--- src/rtl/vend_pkg.sv ---
// Shared types and helpers for the parametrised vending controller.
// State enum, coin codes and coin-to-credit mapping.
package vend_pkg;

    typedef enum logic [1:0] {
        IDLE,
        COLLECT,
        VEND,
        CHANGE
    } state_t;

    localparam logic [1:0] COIN_NONE = 2'd0;
    localparam logic [1:0] COIN1     = 2'd1;
    localparam logic [1:0] COIN2     = 2'd2;
    localparam logic [1:0] COIN3     = 2'd3;

    function automatic int coin_value(
        input logic [1:0] code,
        input int         v1,
        input int         v2,
        input int         v3
    );
        int val;
        val = 0;
        unique case (1'b1)
            code == COIN1: val = v1;
            code == COIN2: val = v2;
            code == COIN3: val = v3;
            default:       val = 0;
        endcase
        return val;
    endfunction

    function automatic int max3(input int a, input int b, input int c);
        int m;
        m = (a > b) ? a : b;
        return (m > c) ? m : c;
    endfunction

endpackage

--- src/rtl/vend_credit_acc.sv ---
// Credit accumulator: credit register, coin adder, price compare
// and change subtractor for the vending controller.
module vend_credit_acc #(
    parameter int PRICE    = 4,
    parameter int CREDIT_W = 4,
    parameter int MAX_COIN = 5
) (
    input  logic                clk,
    input  logic                rst_n,
    input  logic                add_en,
    input  logic [CREDIT_W-1:0] add_val,
    input  logic                clr,
    output logic [CREDIT_W-1:0] credit,
    output logic                reach,
    output logic [CREDIT_W-1:0] change_amt
);

    localparam int NEED = PRICE - 1 + MAX_COIN;
    localparam int CAP  = (1 << CREDIT_W) - 1;
    localparam logic [CREDIT_W-1:0] PRICE_C = CREDIT_W'(PRICE);

    // Worst case is one coin short of the price plus the largest coin.
    if (PRICE < 1 || PRICE > CAP || NEED > CAP) begin : g_width_chk
        $error("vend_credit_acc: CREDIT_W too narrow for PRICE/coins");
    end

    logic [CREDIT_W-1:0] sum;

    assign sum        = credit + add_val;
    assign reach      = sum >= PRICE_C;
    assign change_amt = credit - PRICE_C;

    always_ff @(posedge clk or negedge rst_n) begin
        if (!rst_n) begin
            credit <= '0;
        end else if (clr) begin
            credit <= '0;
        end else if (add_en) begin
            credit <= sum;
        end
    end

endmodule

--- src/rtl/vend_fsm_param.sv ---
// Parametrised vending FSM with coin and change handshakes.
// Optional refund path is built when VEND_CANCEL_EN is defined.
module vend_fsm_param
    import vend_pkg::*;
#(
    parameter int PRICE     = 4,
    parameter int COIN1_VAL = 1,
    parameter int COIN2_VAL = 2,
    parameter int COIN3_VAL = 5,
    parameter int CREDIT_W  = 4
) (
    input  logic                clk,
    input  logic                rst_n,
    input  logic [1:0]          coin_code,
    input  logic                coin_vld,
    output logic                coin_rdy,
    input  logic                cancel,
    output logic                vend,
    output logic [CREDIT_W-1:0] change_val,
    output logic                change_vld,
    input  logic                change_rdy,
    output logic [CREDIT_W-1:0] credit
);

    localparam int MAX_COIN = max3(COIN1_VAL, COIN2_VAL, COIN3_VAL);

    state_t              state;
    state_t              state_nxt;
    logic                taking;
    logic                fire;
    logic                cancel_act;
    logic                acc_clr;
    logic                reach;
    logic [CREDIT_W-1:0] add_val;
    logic [CREDIT_W-1:0] change_amt;
    logic                vend_d;
    logic                change_vld_d;
    logic [CREDIT_W-1:0] change_val_d;

    assign taking  = (state == IDLE) || (state == COLLECT);
    assign add_val = CREDIT_W'(coin_value(coin_code, COIN1_VAL,
                                          COIN2_VAL, COIN3_VAL));

`ifdef VEND_CANCEL_EN
    assign coin_rdy   = taking && !cancel;
    assign cancel_act = taking && cancel && (credit != '0);
`else
    wire unused_cancel = cancel;
    assign coin_rdy   = taking;
    assign cancel_act = 1'b0;
`endif

    assign fire    = coin_vld && coin_rdy;
    assign acc_clr = ((state == VEND) && (change_amt == '0)) ||
                     ((state == CHANGE) && change_rdy);

    vend_credit_acc #(
        .PRICE    (PRICE),
        .CREDIT_W (CREDIT_W),
        .MAX_COIN (MAX_COIN)
    ) u_acc (
        .clk        (clk),
        .rst_n      (rst_n),
        .add_en     (fire),
        .add_val    (add_val),
        .clr        (acc_clr),
        .credit     (credit),
        .reach      (reach),
        .change_amt (change_amt)
    );

    always_ff @(posedge clk or negedge rst_n) begin
        if (!rst_n) begin
            state      <= IDLE;
            vend       <= 1'b0;
            change_vld <= 1'b0;
            change_val <= '0;
        end else begin
            state      <= state_nxt;
            vend       <= vend_d;
            change_vld <= change_vld_d;
            change_val <= change_val_d;
        end
    end

    always_comb begin
        state_nxt = state;
        unique case (state)
            IDLE, COLLECT: begin
                if (cancel_act) begin
                    state_nxt = CHANGE;
                end else if (fire) begin
                    if (reach) begin
                        state_nxt = VEND;
                    end else if (credit == '0 && add_val == '0) begin
                        state_nxt = IDLE;
                    end else begin
                        state_nxt = COLLECT;
                    end
                end
            end
            VEND:    state_nxt = (change_amt != '0) ? CHANGE : IDLE;
            CHANGE:  if (change_rdy) state_nxt = IDLE;
            default: state_nxt = IDLE;
        endcase
    end

    // change_val is captured on entry to CHANGE and frozen until handshake.
    always_comb begin
        vend_d       = (state_nxt == VEND);
        change_vld_d = (state_nxt == CHANGE);
        change_val_d = change_val;
        if (state_nxt != CHANGE) begin
            change_val_d = '0;
        end else if (state != CHANGE) begin
            change_val_d = (state == VEND) ? change_amt : credit;
        end
    end

endmodule

--- config.mk ---
export PLATFORM = sky130hd
export DESIGN_NAME = vend_fsm_param
export DESIGN_NICKNAME = d
export VERILOG_FILES = /design/src/rtl/vend_pkg.sv /design/src/rtl/vend_credit_acc.sv /design/src/rtl/vend_fsm_param.sv
export SDC_FILE = /design/constraint.sdc
export NUM_CORES = 1
export LEC_CHECK = 0
export BUFFER_PORTS_ARGS = -buffer_cell sky130_fd_sc_hd__buf_2
export CORE_UTILIZATION = 49
export CTS_CLUSTER_SIZE = 8
export DETAILED_ROUTE_END_ITERATION = 12
export PLACE_DENSITY_LB_ADDON = 0.15
export SYNTH_ARGS = -nofsm -noshare
export SYNTH_HDL_FRONTEND = slang
export SYNTH_SLANG_ARGS = --single-unit
--- constraint.sdc ---
create_clock -name clk -period 2.65 [get_ports clk]
set_input_delay 0 -clock clk [delete_from_list [all_inputs] [get_ports clk]]
set_output_delay 0 -clock clk [all_outputs]
set_load 0.01 [all_outputs]
# Yosys cells after proc, flatten, opt, wreduce, memory -nomap -nowiden
# Cells that the tools add are included.
classes:
  bitwise: 0
  n_eq_ne: 10
  magnitude_cmp: 1
  n_reduce_logical: 14
  n_mux: 12
  n_addsub: 2
  multipliers: 0
  n_shift: 0
  div: 0
op_table:
  columns: ["cell", "count"]
  rows:
  - ["$mux W4", 5]
  - ["$eq A2 B2 Y1 const B", 6]
  - ["$logic_not A4 Y1", 3]
  - ["$pmux W3 S3", 1]
  - ["$mux W2", 4]
  - ["$pmux W2 S3", 1]
  - ["$add A4 B3 Y4", 1]
  - ["$eq A2 B1 Y1 const B", 2]
  - ["$ge A4 B3 Y1 const B", 1]
  - ["$logic_and A1 B1 Y1", 4]
  - ["$ne A2 B2 Y1 const B", 2]
  - ["$reduce_bool A2 Y1", 2]
  - ["$reduce_bool A4 Y1", 1]
  - ["$sub A4 B3 Y4 const B", 1]
  - ["$logic_not A2 Y1", 1]
  - ["$logic_or A1 B1 Y1", 2]
  - ["$reduce_or A2 Y1", 1]
  - ["$mux W1", 1]
totals:
  latch_bits: 0
  rom_bits: 0
  word_cells: 44
  inputBits: 7
  ramBits: 0
  out_inout_bits: 11
  register_bits: 12
  n_memories: 0

# Logic depth before layout (Yosys ltp)
logic_depth:
  ltp_word: 10
  mapped_depth: 6
  ltp_nobuf: 6

# Hierarchy
# From an unflattened synthesis, not the netlist that was laid out.
hier_totals:
  cells_unflattened: 69
  hier_area_um2: 718.2
by_module_without_submodules:
  columns: ["mod", "cells_per_inst", "instances", "area_each_um2", "seq_area_each_um2"]
  rows:
  - ["vend_fsm_param", 39, 1, 395.4, 200.2]
  - ["vend_credit_acc", 30, 1, 322.8, 100.1]

# Worst setup path before layout
# OpenSTA, ideal clock, no wires.
synth_path:
  path_type: "reg2reg"
  from: "register u_acc.credit[0]"
  to: "register state[1]"
  setup_time_ns: 0.129
  required_ns: 2.521
  t_arrival_ns: 1.769
  path_stages_with_launch: 6
  path_slack_ns: 0.752
  path_cell_list: "dfrtp_1 ha_1 fa_1 or3b_1 a31oi_1 o21ai_1"
synth_via:
  elab_chain_cells: 5
synth_rtl:
  columns: ["item", "line", "rtl"]
  rows:
  - ["start, declared", "vend_credit_acc.sv:13", "output logic [CREDIT_W-1:0] credit,"]
  - ["start signal, assigned", "vend_credit_acc.sv:39", "credit <= sum;"]
  - ["$add A4 B3 Y4", "vend_credit_acc.sv:29", "assign sum = credit + add_val;"]
  - ["$ge A4 B3 Y1", "vend_credit_acc.sv:30", "assign reach = sum >= PRICE_C;"]
  - ["$mux W2", "vend_fsm_param.sv:93", "if (reach) begin"]
  - ["$mux W2", "vend_fsm_param.sv:92", "end else if (fire) begin"]
  - ["$pmux W2 S3 *", "vend_fsm_param.sv:88", "unique case (state)"]
  - ["via state_nxt[1]", "vend_fsm_param.sv:28", "state_t state_nxt;"]
  - ["end signal, assigned", "vend_fsm_param.sv:79", "state <= state_nxt;"]
  - ["end, declared", "vend_fsm_param.sv:27", "state_t state;"]
# The timed path passes the listed nets; every way through them passes the cells marked *.
# A chain may end at the register's enable or synchronous reset.

# Worst setup path in the final report
layout_path:
  from: "register u_acc.credit[0]"
  to: "register state[0]"
layout_via:
  elab_chain_cells: 6
layout_rtl:
  columns: ["item", "line"]
  rows:
  - ["parallel branches: the longest is 5 deep, another holds $add A4 B3 Y4", null]
  - ["$pmux W2 S3 *", "vend_fsm_param.sv:88"]
  - ["via state_nxt[0]", "vend_fsm_param.sv:28"]
# Mark *: on every way through the listed nets, which the timed path passes.

==> impl_metrics.py <==
metrics = {
    "run_status": {
        "status": "finished clean",
    },
    "placement": {
        "place_congestion": 0.732,
        "hpwl_um": 1040,
        "pre_cts_slack_ns": 0.619,
        "dp.cells": 100,
        "portBuffers": 16,
        "postPlaceCellArea_um2": 785,
    },
    "layout": {
        "nets": 104,
        "drive_gt1_share_pct": 23.6,
        "syn_to_final_growth_pct": 17.9,
        "stdcell_area_um2": 817,
        "fillCellCount": 114,
        "n_antenna_cell": 0,
        "fin_cells": 104,
        "final_core_util_pct": 62.8,
    },
    "route": {
        "wirelength_um": 1320,
        "wl_per_cell_um": 12.7,
        "drc_errors": 0,
        "dr_total_vias": 560,
        "avgViaCountPerCell": 5.38,
        "firstDrtPassIters": 4,
        "drt_iter0_drc": 4,
        "ant_nets": 0,
    },
    "yosys": {
        "yosysTopAreaCellShare_pct": 43.3,
        "synth_compound_area_share_pct": 13.5,
        "synthTopCellsByArea": "dfrtp_1, ha_1, nor2_1",
        "synth.area.mux_share_pct": 2.89,
        "synth_top_family_by_area": "simple AND/OR/NAND/NOR gates",
        "synthSimpleGateAreaFrac_pct": 22.6,
        "synth_cells": 71,
        "ys_seq_area_share_pct": 43.3,
        "yosysWarnings": 0,
        "ys_types": 27,
        "syn-cell-area_um2": 693,
        "synth-seq-cells": 12,
        "synth-adder-area-share_pct": 11.9,
        "synth_xor_area_share_pct": 2.53,
        "synth_nets": 84,
        "yosys.area.top_type": "dfrtp_1",
        "syn_avg_cell_area_um2": 9.76,
    },
    "setup_path": {
        "slowest_stage": "dfrtp_1",
        "end_kind": "register",
        "cp_num_buf_inv": 0,
        "startpoint_type": "register",
        "worstPathArrival_ns": 2.24,
        "path_cells": "ha_1 > fa_1 > or3b_1 > a31oi_1 > a211o_1",
        "cp.required_ns": 2.86,
        "max_stage_delay_ns": 0.45,
        "worstSetupPathType": "reg -> reg",
        "crit_fanout": 6,
        "cpLargestDelayFamily": "adder cells",
    },
    "sta": {
        "fin_ws_ns": 0.619,
        "finalHoldViolations": 0,
        "setup_tns_ns": 0,
        "worst_pin_slew_ns": 0.367,
        "max_slew_margin_pct": 75.4,
        "fmax_mhz": 492,
        "period_share_pct": 76.6,
        "setup_violations": 0,
        "rsz0062_at_grt": "false",
        "period_minus_slack_ns": 2.03,
        "drv_slew": 0,
        "skew_ns": 0.00203,
    },
    "clocking": {
        "post_cts_resized": 0,
        "htreeDepth": 1,
        "ctsHoldBuffers": 1,
        "clkSinkCount": 12,
        "cts_buffer_depth": 2,
        "cts-root-buf": "clkbuf_4",
        "numCtsBuffers": 3,
        "cts_setup_buffers": 0,
        "clk_latency_ns": 0.26,
        "path_clk_slew_ns": 0.07,
        "cts_tree": "built",
    },
    "floorplanning": {
        "rows": 13,
        "die_h_um": 39.6,
        "die_w_um": 39.6,
        "boundaryPins": 18,
        "start_util_pct": 53.3,
        "die-area_um2": 1570,
        "core_um2": 1300,
    },
    "grt": {
        "grt_max_degree": 13,
        "antenna_found_initial": 0,
        "gr-total-overflow": 0,
        "grt_pass1_vias": 522,
        "grt_pass1_wl_um": 2190,
        "grt_usage_pct": 21.9,
    },
    "job": {
        "maxCapViolations": 0,
    },
    "pwr": {
        "total_leakage_power_nw": 0.425,
        "peakVddDrop_mv": 0.487,
        "p_per_area_nw_per_um2": 1120,
    },
    "worst_hold_path": {
        "hold_path.class": "in -> reg",
    },
}
[power by group]
group          leakage (nW)  internal [mW]  switching, mW
Combinational         0.257          0.209          0.258
Sequential            0.155          0.261         0.0810
Clock                0.0138         0.0525         0.0563
Total                 0.425          0.523          0.395
[cell families after synthesis]
| kind of cell | Yosys count |
|---|---|
| compound gates | 13 |
| xor+xnor | 2 |
| buf+inv | 6 |
| fa+ha+maj | 6 |
| flops | 12 |
| mux | 2 |
| simple gates | 30 |
[sequential cells by signal (all words and copies together) (netlist names)]
name / count
vend: 1
change_vld: 1
change_val: 4
u_acc.credit: 4
state: 2
[metrics by stage]
step	power [mW]	hold WS (ns)
6_report	0.918	0.0740
5_1_grt	1.02	0.0651
3_3_place_gp	0.802	-0.112
4_1_cts	0.929	0.0686
3_5_place_dp	0.818	-0.104
2_1_floorplan	0.675	-0.296
[cells in the final DEF, fill, tap and decap left out, drive strengths merged, types with 2 or more instances in the layout]
master  instances
clkbuf          3
nor2           14
buf            16
mux2i           2
a21oi           5
nor3            2
nand2           2
a211oi          3
ha              5
a31oi           2
inv             4
nor2b           4
dfrtp          12
[worst paths after layout]
kind | start | to | slack [ns] | cells past startpoint
worst max-delay path | u_acc.credit[0]$_DFFE_PN0P_ | state[0]$_DFF_PN0_ | 0.62 | 5
max in group asynchronous | rst_n | u_acc.credit[3]$_DFFE_PN0P_ | 2.28 | 2
min in group asynchronous | rst_n | change_val[2]$_DFFE_PN0P_ | 0.14 | 2
worst min-delay path | coin_vld | state[1]$_DFF_PN0_ | 0.07 | 3
worst min register to register | change_val[0]$_DFFE_PN0P_ | change_val[0]$_DFFE_PN0P_ | 0.52 | 2
worst max register to register | u_acc.credit[0]$_DFFE_PN0P_ | state[0]$_DFF_PN0_ | 0.62 | 5
[final cells by class]
class,instances,area (um2),share of cell area (%)
repair buffers,17,90.1,11.0
inverters,4,15.0,1.84
clock buffers,3,22.5,2.76
well taps,15,18.8,2.30
multi-input cells,53,370,45.3
flip-flops and latches,12,300,36.8
[worst reg2reg max path, delay by kind of cell, from the launching register on]
kind | cells | cell delay, ns
adder cells (fa/ha/maj) | 2 | 0.69
AND/OR/NAND/NOR | 1 | 0.38
AO/OA/AOI/OAI | 2 | 0.47
flip-flops | 1 | 0.45
[synthesized netlist by cell type]
cell	instances
or4b_4	1
inv_1	4
o21ai_1	1
or2b_1	1
mux2i_1	2
and2_1	1
xnor2_1	1
a211o_1	1
a311oi_1	1
and3_1	1
xor2_1	1
nand2_1	2
nand3_1	1
nor3_1	2
fa_1	1
nor2b_1	4
nor2_1	14
clkbuf_1	2
or3b_1	1
a21oi_1	4
nand3b_1	1
ha_1	5
a211oi_1	3
nand2b_1	1
dfrtp_1	12
a31oi_1	2
a21oi_4	1
[routing by layer]
layer | routed length (um) | vias up | share of wire [%] | GRT usage [%]
li1 | - | 282 | - | -
met1 | 593 | 267 | 45 | 26.3
met2 | 674 | 9 | 51 | 36.1
met3 | 35 | 2 | 2.7 | 3.41
met4 | 15 | 0 | 1.1 | 12.9
met5 | 0 | - | 0 | 0
Note: power is estimated with default switching activity, not from simulation.
